$ cat src/rtl/caliptra_prim_skid_buf.sv
// caliptra_prim_skid_buf: two-entry valid/ready register slice with fully registered outputs
// Ports:
//   clk_i, rst_ni    clock, synchronous active-low reset
//   flush_i          synchronous clear of buffered words
//   valid_i, data_i  upstream word, ready_o tells upstream it may transfer
//   valid_o, data_o  downstream word (main register), ready_i from downstream
//   count_o          occupancy 0..2
module caliptra_prim_skid_buf #(
   parameter int unsigned           Width      = 32,
   parameter logic [Width-1:0]      ResetValue = '0
) (
   input  logic             clk_i,
   input  logic             rst_ni,
   input  logic             flush_i,
   input  logic             valid_i,
   output logic             ready_o,
   input  logic [Width-1:0] data_i,
   output logic             valid_o,
   input  logic             ready_i,
   output logic [Width-1:0] data_o,
   output logic [1:0]       count_o
);
   localparam logic [1:0] Empty = 2'd0;
   localparam logic [1:0] One   = 2'd1;
   localparam logic [1:0] Full  = 2'd2;
   logic [1:0]       state_q, state_d;
   logic [Width-1:0] main_q, main_d, skid_q, skid_d;
   logic             valid_q, ready_q;
   logic             in_fire, out_fire;
   assign in_fire  = valid_i & ready_q;
   assign out_fire = valid_q & ready_i;
   always_comb begin
      state_d = state_q;
      main_d  = main_q;
      skid_d  = skid_q;
      case (state_q)
         Empty: if (in_fire) begin
            state_d = One;
            main_d  = data_i;
         end
         One: begin
            if (in_fire && out_fire) main_d = data_i;
            else if (in_fire) begin
               state_d = Full;
               skid_d  = data_i;
            end
            else if (out_fire) state_d = Empty;
         end
         Full: if (out_fire) begin
            state_d = One;
            main_d  = skid_q;
         end
         default: state_d = Empty;
      endcase
      // A word accepted in the flush cycle is taken by the handshake and then dropped here
      if (flush_i) begin
         state_d = Empty;
         main_d  = ResetValue;
         skid_d  = ResetValue;
      end
   end
   // valid and ready are kept in their own flops so every output leaves a register directly
   always_ff @(posedge clk_i) begin
      if (!rst_ni) begin
         state_q <= Empty;
         valid_q <= 1'b0;
         ready_q <= 1'b0;
         main_q  <= ResetValue;
         skid_q  <= ResetValue;
      end else begin
         state_q <= state_d;
         valid_q <= state_d != Empty;
         ready_q <= state_d != Full;
         main_q  <= main_d;
         skid_q  <= skid_d;
      end
   end
   assign valid_o = valid_q;
   assign ready_o = ready_q;
   assign data_o  = main_q;
   assign count_o = state_q;
endmodule

$ cat config.mk
export PLATFORM = sky130hd
export DESIGN_NAME = caliptra_prim_skid_buf
export DESIGN_NICKNAME = d
export VERILOG_FILES = /design/src/rtl/caliptra_prim_skid_buf.sv
export SDC_FILE = /design/constraint.sdc
export NUM_CORES = 1
export LEC_CHECK = 0
export ABC_AREA = 1
export CORE_MARGIN = 5
export CORE_UTILIZATION = 38
export DETAILED_ROUTE_END_ITERATION = 8
export PLACE_DENSITY = 0.74
export RECOVER_POWER = 100
export SYNTH_ARGS = -nofsm -noshare
export SYNTH_HDL_FRONTEND = slang
export SYNTH_SLANG_ARGS = --single-unit
$ cat constraint.sdc
create_clock -name clk_i -period 3.1 [get_ports clk_i]
set_clock_uncertainty 0.2 [all_clocks]
set_input_delay 0.62 -clock clk_i [delete_from_list [all_inputs] [get_ports clk_i]]
set_output_delay 0.62 -clock clk_i [all_outputs]
set_load 0.05 [all_outputs]
==> After elaboration in Yosys (flattened, before gate mapping) <==
Index checks and enable logic that the tools add are counted.
{ "classes": {"n_reduce_logical": 7, "n_eq_ne": 6, "bitwise_logic": 4, "mux": 11} }
{ "ops": {"columns": ["operator", "n"], "rows": [
  ["$mux W32", 3],
  ["$pmux W32 S3", 1],
  ["$mux W2", 6],
  ["$ne A2 B2 Y1 const B", 4],
  ["$pmux W2 S3", 1],
  ["$reduce_and A4 Y1", 1],
  ["$reduce_and A3 Y1", 1],
  ["$reduce_bool A3 Y1", 1],
  ["$and A1 B1 Y1", 2],
  ["$eq A2 B1 Y1 const B", 1],
  ["$eq A2 B2 Y1 const B", 1],
  ["$logic_not A2 Y1", 1],
  ["$not A1 Y1", 2],
  ["$reduce_bool A2 Y1", 1],
  ["$reduce_or A2 Y1", 1],
  ["$logic_and A1 B1 Y1", 1]
]} }
{ "totals": {"output_inout_bits": 36, "in_bits": 37, "reg_bits": 68} }

==> Logic depth before layout (Yosys ltp) <==
{ "depth": {"ltp_word": 7, "depth_mapped": 8, "mapped_depth_nobuf": 7} }

==> Least setup slack after synthesis <==
No wires, ideal clock.
{ "synth_path": {"path_kind": "reg-to-reg", "from": "register valid_q (netlist: valid_o)", "to": "register main_q[29] (netlist: data_o[29])", "period_less_slack_ns": 1.736, "path_stages_with_launch": 7, "arrival_time_ns": 1.423, "setup_slack_ns": 1.364, "setup_ns": 0.113, "t_required_ns": 2.787, "cell_sequence": "dfxtp_1 nand2_1 nand2_1 nand2_4 buf_6 nor2_1 nor2_1"} }
{ "synth_via": {"elab_chain_cells": 4, "word_cells_on_any_way": 5, "cone_classes": "eq/ne (2); bitwise (1); reduce/logical (2)"} }
{ "synth_rtl": {"columns": ["item", "line", "rtl"], "rows": [
  ["start, declared", "28", "logic valid_q, ready_q;"],
  ["start signal, assigned", "72", "valid_q <= state_d != Empty;"],
  ["$and A1 B1 Y1 *", "31", "assign out_fire = valid_q & ready_i;"],
  ["$logic_and A1 B1 Y1", "42", "if (in_fire && out_fire) main_d = data_i;"],
  ["$ne A2 B2 Y1 (no line)", null, null],
  ["$reduce_and A4 Y1 (no line) *", null, null],
  ["end signal, assigned", "68", "main_q <= ResetValue;"],
  ["end signal, assigned", "74", "main_q <= main_d;"],
  ["end, declared", "27", "logic [Width-1:0] main_q, main_d, skid_q, skid_d;"]
]} }
Every way passes the cells marked *; elsewhere a longest branch is shown, timed or not.
A chain may end at the register's enable or synchronous reset.

==> Worst setup path after layout <==
{ "layout_path": {"from": "register state_q[1] (netlist: count_o[1])", "to": "output port count_o[1]"} }
{ "layout_rtl": {"columns": ["item", "line", "rtl"], "rows": [
  ["start, declared", "26", "logic [1:0] state_q, state_d;"],
  ["start signal, assigned", "65", "state_q <= Empty;"],
  ["start signal, assigned", "71", "state_q <= state_d;"],
  ["end, declared", "21", "output logic [1:0] count_o"]
]} }
No word-level cell between the ends.

==> results.cfg <==
[run_status]
status = finished clean

[global_routing]
grt_pass1_wl_um = 12600
grt_overflow_total = 0
grt_usage = 0.155
gr-usage-met3 = 0.0396
grt_pass1_vias = 2713
grt_max_degree = 65
antenna_found_initial = 0
use_met2 = 0.238
top_usage_layer = met2
grt_use_met1 = 0.204

[cts]
cts_buffers = 9
path_clk_slew_ns = 0.07
ctsResizeCount = 0
ctsLongestPathBuffers = 2
post_cts_buffers = 0
hold_buffers = 0
cts_tree = built
cts-root-buf = clkbuf_8
htreeDepth = 3
clock_latency_ns = 0.35
cts_sinks = 68

[critical_path]
worst-path-buf-inv = 1
r2r-end = data_o[15]
cp_top_family = buffers and inverters
crit_chain = dlygate4sd3_1
crit_path_start = count_o[1]
slowest_delay_ns = 0.90
rr_worst_depth = 7
crit_type = flip-flop to primary output
arrival_ns = 1.64
setup.worst_path.end = count_o[1]
cp_max_fo = 4
crit_path_end_kind = primary output
required_ns = 2.28
start_kind = flip-flop
worstReg2RegStart = count_o[0]
cp.depth = 1
r2r_slack_ns = 0.84
slowest_stage = dlygate4sd3_1

[placed_design]
postPlaceCellArea_mm2 = 0.00380
hpwlAfterDp_um = 4970
place_congestion = 0.802
io_buffers = 72

[power]
power_uw = 2190
power_density_mw_per_mm2 = 536
p_leak_uw = 0.00192
ir_drop_mv = 0.243

[routing]
wl_um = 7730
routed-via-count = 3000
drt-initial-drc-count = 174
first_pass_iters = 6
ant_nets = 0
drt-wirelength-per-cell_um = 12.0
remaining_drc_errors = 0
avgViaCountPerCell = 4.65

[flow_run]
cap_violations = 0

[logic_synthesis]
yosys.area.top_type = dfxtp_1
synthCells = 477
dominantRegCellSynth = dfxtp_1
synth.distinct_cells = 19
netlist_area_mm2 = 0.00308
yosysMostFrequentCell = nand2_1
ys_top_cells_by_count = nand2_1, dfxtp_1, nor2_1, inv_1, nand3_1
synth.top_cell.area_share = 0.442
ys_seq_elements = 68
avgSynthCellArea_um2 = 6.46
synthesis.nets = 514
seq_area_frac_synth = 0.442
yosys_warnings = 0
synthTopCellsByArea = dfxtp_1, nand2_1, nor2_1, nand3_1, a21oi_1
synth_edf_count = 0
async_flop_share = 0

[floorplanning]
dieArea_mm2 = 0.0100
num_io_pins = 73
die_h_um = 100
core_area_mm2 = 0.00781
initial_core_util = 0.394
die_x_um = 100
row_count = 32

[layout]
n_antenna_cell = 0
utilization = 0.523
final_net_count = 575
drive_gt1_frac = 0.0516
final_area_mm2 = 0.00409
area_growth_pct = 32.7

[timing]
period_minus_slack_ns = 2.46
fin_crit_sh = 0.793
finalMaxSlewViolations = 0
rsz0062_at_grt = no
tightestPinTransition_ns = 0.682
slew-limit-headroom = 0.543
finalSetupViolCount = 0
fmax_ghz = 0.407
hold_viol_final = 0
hold_ws_ns = 0.262
final.setup.tns_ns = 0

[min_path]
min_path_cells = 2
hp-class = flip-flop to flip-flop
hp-start = skid_q[1]
metrics by stage:
step                instances  worst slack [ns]
floorplan                 477              1.36
global placement          629             0.532
detailed placement        629             0.444
CTS                       645             0.672
global route              645             0.553
finish                    645             0.641
registers in the layout, indices dropped and copies added, names as in the netlist:
register	flops
data_o	32
valid_o	1
count_o	2
ready_o	1
skid_q	32
kinds of logic (layout without fill, tap and decap cells):
| kind of cell | Yosys count | count (layout) | share of synthesized area |
|---|---|---|---|
| and+or+nand+nor | 309 | 309 | 0.401 |
| DFF | 68 | 68 | 0.442 |
| buffers and inverters | 66 | 132 | 0.101 |
| AOI/OAI and AO/OA | 34 | 34 | 0.0561 |
worst min-delay path by stage:
stage and endpoint:
6_report skid_q[1], 5_1_grt skid_q[26], 4_1_cts skid_q[1], 3_5_place_dp skid_q[1]
3_3_place_gp skid_q[4], 2_1_floorplan skid_q[0]
worst register-to-register path, stage by stage (launching register included):
cell	delay, ns
dfxtp_1	0.38
inv_1	0.08
nand2_2	0.51
nand2_1	0.20
nand2_4	0.51
nand2_1	0.14
nand2_1	0.09
nor2_1	0.04
cells in the final DEF (no fill, tap or decap), drive strengths merged:
| master | count |
|---|---|
| nand2 | 206 |
| o21ai | 1 |
| a21boi | 1 |
| nor2 | 65 |
| buf | 5 |
| nand3b | 1 |
| clkbuf | 9 |
| a21oi | 32 |
| nand3 | 36 |
| clkinvlp | 1 |
| dlygate4sd3 | 38 |
| clkdlybuf4s50 | 34 |
| bufinv | 5 |
| and3 | 1 |
| clkinv | 1 |
| dfxtp | 68 |
| inv | 39 |
final cells by class:
type                            count  area (um^2)
Clock buffer                        9          124
Clock inverter                      7          163
Fill cell                         768         3720
Inverter                           39          146
Multi-Input combinational cell    343         1410
Sequential cell                    68         1360
Tap cell                          102          128
Timing Repair Buffer               77          758
routing by layer:
metal  share of wire  wire (um)  vias up
met5               0          0        -
met4           0.024        182        0
met3           0.067        516       16
met2            0.45       3520       97
met1            0.45       3510     1320
li1                -          -     1567
power by group:
part	internal [uW]	switching [uW]	total, uW
combinational	96.2	158	254
sequential	891	8.83	900
clock	695	342	1040
total	1680	509	2190
Note: power is estimated with default switching activity, not from simulation.
